[config.mk]
export PLATFORM = sky130hd
export DESIGN_NAME = hazard_scoreboard
export DESIGN_NICKNAME = d
export VERILOG_FILES = /design/src/rtl/hazard_scoreboard.sv
export SDC_FILE = /design/constraint.sdc
export NUM_CORES = 1
export LEC_CHECK = 0
export CORE_MARGIN = 5
export CORE_UTILIZATION = 59
export CTS_BUF_LIST = sky130_fd_sc_hd__clkbuf_8
export CTS_CLUSTER_SIZE = 14
export DETAILED_ROUTE_END_ITERATION = 16
export DONT_BUFFER_PORTS = 1
export GPL_TIMING_DRIVEN = 0
export PLACE_DENSITY_LB_ADDON = 0.15
export SLEW_MARGIN = 5
export SYNTH_ARGS = -nofsm -noshare
export SYNTH_HDL_FRONTEND = slang
export SYNTH_SLANG_ARGS = --single-unit
[constraint.sdc]
create_clock -name clk -period 2.3 [get_ports clk]
set_input_delay 0 -clock clk [delete_from_list [all_inputs] [get_ports clk]]
set_output_delay 0 -clock clk [all_outputs]
set_load 0.05 [all_outputs]
[src/rtl/hazard_scoreboard.sv]
// Load-use stall detection and bypass select for a 5-stage pipeline; tracks EX/MEM/WB destinations.
// Stall/Forward/PipeEmpty are combinational; Freeze holds all state, reset is synchronous and dominant.
module hazard_scoreboard #(
  parameter int REG_W = 6,
  parameter int CNT_W = 16
) (
  input  logic             clk,
  input  logic             rst,
  input  logic [REG_W-1:0] ReadRegister1,
  input  logic [REG_W-1:0] ReadRegister2,
  input  logic [REG_W-1:0] WriteRegister,
  input  logic             IsLoad,
  input  logic             IdValid,
  input  logic             Flush,
  input  logic             Freeze,
  output logic             Stall,
  output logic [1:0]       Forward1,
  output logic [1:0]       Forward2,
  output logic             PipeEmpty,
  output logic [CNT_W-1:0] StallCount
);

  typedef struct packed {
    logic [REG_W-1:0] dest;
    logic             load;
    logic             valid;
  } entry_t;

  entry_t           ex_q, ex_d, mem_q, wb_q;
  logic [CNT_W-1:0] cnt_q, cnt_d;

  function automatic logic hit(input logic [REG_W-1:0] src, input entry_t e);
    return e.valid && (src != '0) && (e.dest == src);
  endfunction

  // A load still in EX has no data yet, so it shadows any older producer.
  function automatic logic [1:0] fwd_sel(input logic [REG_W-1:0] src, input entry_t ex,
                                         input entry_t mem, input entry_t wb);
    logic [1:0] sel;
    sel = 2'b00;
    if (hit(src, ex))       sel = ex.load ? 2'b00 : 2'b01;
    else if (hit(src, mem)) sel = 2'b10;
    else if (hit(src, wb))  sel = 2'b11;
    return sel;
  endfunction

  always_comb begin
    Stall     = IdValid && ex_q.load && (hit(ReadRegister1, ex_q) || hit(ReadRegister2, ex_q));
    Forward1  = fwd_sel(ReadRegister1, ex_q, mem_q, wb_q);
    Forward2  = fwd_sel(ReadRegister2, ex_q, mem_q, wb_q);
    PipeEmpty = !(ex_q.valid || mem_q.valid || wb_q.valid);

    ex_d = '0;
    if (IdValid && !Stall && !Flush) begin
      ex_d.dest  = WriteRegister;
      ex_d.load  = IsLoad;
      ex_d.valid = (WriteRegister != '0);
    end

    cnt_d = cnt_q;
    if (Stall && (cnt_q != '1)) cnt_d = cnt_q + 1'b1;
  end

  always_ff @(posedge clk) begin
    if (rst) begin
      ex_q  <= '0;
      mem_q <= '0;
      wb_q  <= '0;
      cnt_q <= '0;
    end else if (!Freeze) begin
      ex_q  <= ex_d;
      mem_q <= ex_q;
      wb_q  <= mem_q;
      cnt_q <= cnt_d;
    end
  end

  assign StallCount = cnt_q;

endmodule

* Word-level counts from Yosys, hierarchy flattened *
Cells that the tools add are included.

operators by class
  div/mod/pow operators = 0
  mux-type cells = 8
  add/subtract/negate cells = 1
  multiply operators = 0
  shift operators = 0
  reductions and logical operators = 27
  equal/unequal tests = 7
  bitwise operators = 1
  $lt $le $gt $ge = 0

operators by type and width
  operator                                                          number
  6-bit == test                                                     6
  6-bit nonzero test                                                3
  1-bit logical AND                                                 17
  16-bit by 1-bit adder with 16-bit output (second input constant)  1
  16-bit != test (second input constant)                            1
  2-bit 2-to-1 mux                                                  6
  8-bit 2-to-1 mux                                                  1
  1-bit logical NOT                                                 3
  1-bit logical OR                                                  3
  2-bit AND reduction                                               1
  1-bit 2-to-1 mux                                                  1
  1-bit NOT                                                         1

word-level totals
  bits in read-only memories = 0
  input port bits = 24
  memories = 0
  register bits after elaboration = 38
  output and inout port bits = 22
  word-level logic and storage cells = 52
  RAM bits = 0
  bits in latches = 0

* Logic depth before layout (Yosys ltp) *
  word-level depth = 9
  mapped depth = 9
  gate-level depth less buffers = 7

* Worst setup path before layout *
Ideal clock, no wire load.

  kind = reg-to-reg
  start = reg cnt_q[0], in the netlist StallCount[0]
  end = reg cnt_q[13], in the netlist StallCount[13]
  path buffers = 1
  required time = 2.179 ns
  data arrival time = 2.317 ns
  slack = -0.138 ns
  stages on the path, launching flop included = 9
  clock period less this slack = 2.438 ns
  setup time = 0.121 ns
  cells stage by stage = dfxtp_1 ha_1 and3_1 and3_1 clkbuf_1 a31oi_4 o2111ai_4 nor3_1 mux2_4

on the way
  word-level cells in the longest chain between the ends = 3
  elaborated cells on any way between the ends = 4
  classes of those cells = add/sub: 1; eq/ne: 1; reduce/logical: 2

RTL lines
  item                                                                              RTL line  RTL
  from (decl)                                                                       30        logic [CNT_W-1:0] cnt_q, cnt_d;
  from (signal assigned)                                                            74        cnt_q <= cnt_d;
  branches (longest 3 deep; another with 16-bit by 1-bit adder with 16-bit output)  -

Parallel ways; which one is timed is not known.
A chain may end at the register's enable or synchronous reset.

* Worst setup path after layout *
  start = reg mem_q[5] in the netlist's numbering
  end = out Forward1[1]

on the way
  word-level cells in the longest chain between the ends = 4

RTL lines
  item                    RTL line  RTL
  from (decl)             29        entry_t ex_q, ex_d, mem_q, wb_q;
  from (signal assigned)  72        mem_q <= ex_q;
  6-bit == test           33        return e.valid && (src != '0) && (e.dest == src);
  1-bit logical AND       33
  2-bit 2-to-1 mux        42        else if (hit(src, mem)) sel = 2'b10;
  2-bit 2-to-1 mux        41        if (hit(src, ex)) sel = ex.load ? 2'b00 : 2'b01;
  to (decl)               17        output logic [1:0] Forward1,

No other way between the ends.

==> out/results.ini <==
[finish]
drive_gt1_frac = 0.1594
area.sequential_um2 = 775.7
final_nets = 275
most-common-layout-cells = dfxtp_1, nor2_1, xnor2_1
stdcell_count = 297
diodes = 0
final_util = 0.7282
area_growth_pct = 16.87
multi_input_area_um2 = 1368
fillers = 267

[route]
viasPerCell = 5.949
wl_per_cell_um = 17.54
drt_iter0_drc = 138
detail-route-antenna-nets = 0
drt-total-wl_um = 5209
first_pass_iters = 4
vias = 1767
drc = 0

[floorplanning]
die-area_um2 = 4908
rows = 21
start_util = 0.6231
coreArea_um2 = 3416
die_x_um = 70.06
die_h_um = 70.06
io_pins = 46

[pwr]
pwr-share-comb = 0.079
ir_worst_vdd_uv = 489.5
power_frac_clock = 0.417
switching_power_w = 0.0002973
p_int_w = 0.001032
netSwitchingFraction = 0.2236
p_leak_nw = 0.8612
power.density_nw_per_um2 = 534.6
pwr-share-seq = 0.505
fin_total_pwr_w = 0.001330

[setup_path]
cp_slowest_stage_delay_ns = 0.90
worst_path_most_repeated_cell = nand3_1
cp_cell_sequence = xnor2_1 -> nand3_1 -> nor4_1 -> nand3_1 -> a21oi_1
critPathKind = flop to output port
cp.required_ns = 2.30
setup.worst_path.start = mem_q[5]
crit_arrival_ns = 2.21
crit_path_end_kind = output port
r2r_setup_slack_ns = 0.12
cp-start-kind = flop
r2r_start = StallCount[0]
path_max_fanout = 4
slowest_stage = a21oi_1
ff2ff_path_depth = 7
r2r_end = StallCount[13]

[sta]
post-route-period-util = 0.9606
fin_crit_ns = 2.209
skew_ns = 0.006869
setup_viol = 0
setup_ws_ns = 0.09064
hold_viol = 0
rsz0062_at_grt = false
drv_slew = 0
relSlewSlack = 0.2585
max_freq_mhz = 452.6
finalSetupTns_ns = 0
tightest_slew_ns = 1.116

[job]
maxCapViolCount = 0

[synth]
syn_area_um2 = 2128
synth_top_area_frac = 0.3574
synth.area.top_cells = dfxtp_1, xnor2_1, mux2i_1
yosys.cell_types.count = 39
synth_nets = 258
yosys_warnings = 0
syn_inst = 233
syn_avg_cell_area_um2 = 9.134
yosysSeqAreaShare = 0.3574
ys_seq_elements = 38
synth.largest_area_cell = dfxtp_1

[hold_path]
min_from = IdValid
hold_path_end = ex_q[0]
hold_path.class = primary input to flop
holdPathStages = 3

[global_route]
grt_use_total = 0.2224
grt_pass1_vias = 1742
grt_pass1_wl_um = 8631
antenna_found_initial = 0
grt_max_degree = 13
gr-total-overflow = 0

[placed_design]
gp_congestion = 0.8555
io_buffers = 0
dpl.hpwl_um = 3706
post-place-ws_ns = -0.1551
post-place-cells = 279

[clock_network]
cts_buffer_depth = 2
cts_buffers = 5
clk_latency_ns = 0.30
cts_tree = built
h-tree-depth = 2
clock_sinks = 38
cts.clk_slew.worst_paths_ns = 0.07
cts_root_buffer = clkbuf_8

[status]
outcome = finished clean

==> layer usage <==
metal	track usage	wire length [um]
met1	0.2952	2272
met2	0.3347	2474
met3	0.07747	360
met4	0.07660	102
met5	0	0
==> kinds of logic (layout without fill, tap and decap cells) <==
family,count (synthesis),count (layout),share of synthesized area
AND/OR/NAND/NOR,90,90,0.2293
XOR/XNOR,41,41,0.1687
flip-flops,38,38,0.3574
AO/OA/AOI/OAI,30,30,0.1094
multiplexers,21,21,0.1029
buffers and inverters,12,30,0.02646
adder cells (fa/ha/maj),1,1,0.005878
==> layout make-up <==
type                            count  area share
Buffer                              9     0.01811
Tap cell                           46     0.02314
Inverter                            2    0.003018
Clock inverter                      3     0.01610
Sequential cell                    38      0.3119
Clock buffer                        5     0.02767
Timing Repair Buffer               11     0.05030
Multi-Input combinational cell    183      0.5498
==> registers in the layout (all words and copies together), names as in the netlist <==
register	cells
StallCount	16
ex_q	8
mem_q	7
wb_q	7
==> worst max-delay path: cells and delay by family (launching register included) <==
kind | cells | cell delay (ns)
AOI/OAI and AO/OA | 1 | 0.90
xor gates and xnor gates | 1 | 0.14
DFF | 1 | 0.44
and+or+nand+nor | 3 | 0.44
==> power by group through the flow <==
stage	clock [W]	sequential, W	combinational, W
after floorplan	0	0.000685	0.0000766
after global placement	0	0.000688	0.0000881
after detailed placement	0	0.000688	0.0000900
after CTS	0.000566	0.000671	0.000102
after global routing	0.000600	0.000672	0.000114
final	0.000554	0.000671	0.000105
==> through the flow <==
| step | hold slack [ns] | area (um2) |
|---|---|---|
| floorplan | 0.1326 | 2131 |
| global placement | 0.1340 | 2188 |
| detailed placement | 0.1389 | 2193 |
| CTS | 0.1693 | 2412 |
| global route | 0.1947 | 2487 |
| finish | 0.1860 | 2487 |
==> worst max path at each step <==
stage	endpoint	slack, ns	cells past startpoint
floorplan	StallCount[13]	0.006	8
global placement	StallCount[13]	-0.17	8
detailed placement	StallCount[13]	-0.16	8
CTS	Forward2[0]	0.02	4
global route	Forward1[1]	0.005	5
finish	Forward1[1]	0.09	5
==> cell usage after synthesis (all sizes together) <==
cell / count
nand3: 16
nand2: 5
a22o: 8
xnor2: 29
clkbuf: 6
nor2b: 5
a21oi: 8
ha: 1
nand2b: 2
mux2: 4
or4: 2
and3: 3
buf: 4
o211ai: 3
o2111ai: 2
nor4: 5
or3: 6
xor2: 12
and2: 1
or2: 1
inv: 2
dfxtp: 38
nor3: 7
nand4: 3
o21ai: 8
nor2: 31
and4: 2
mux2i: 17
a31oi: 1
and4b: 1
==> timing repair <==
item,4_1_cts,5_1_grt
gates resized for setup,7,12
setup buffers,2,2
setup endpoints to repair,13,17
hold endpoints to repair,8,0
hold buffers,7,0
pin swaps,2,4
Note: power is estimated with default switching activity, not from simulation.
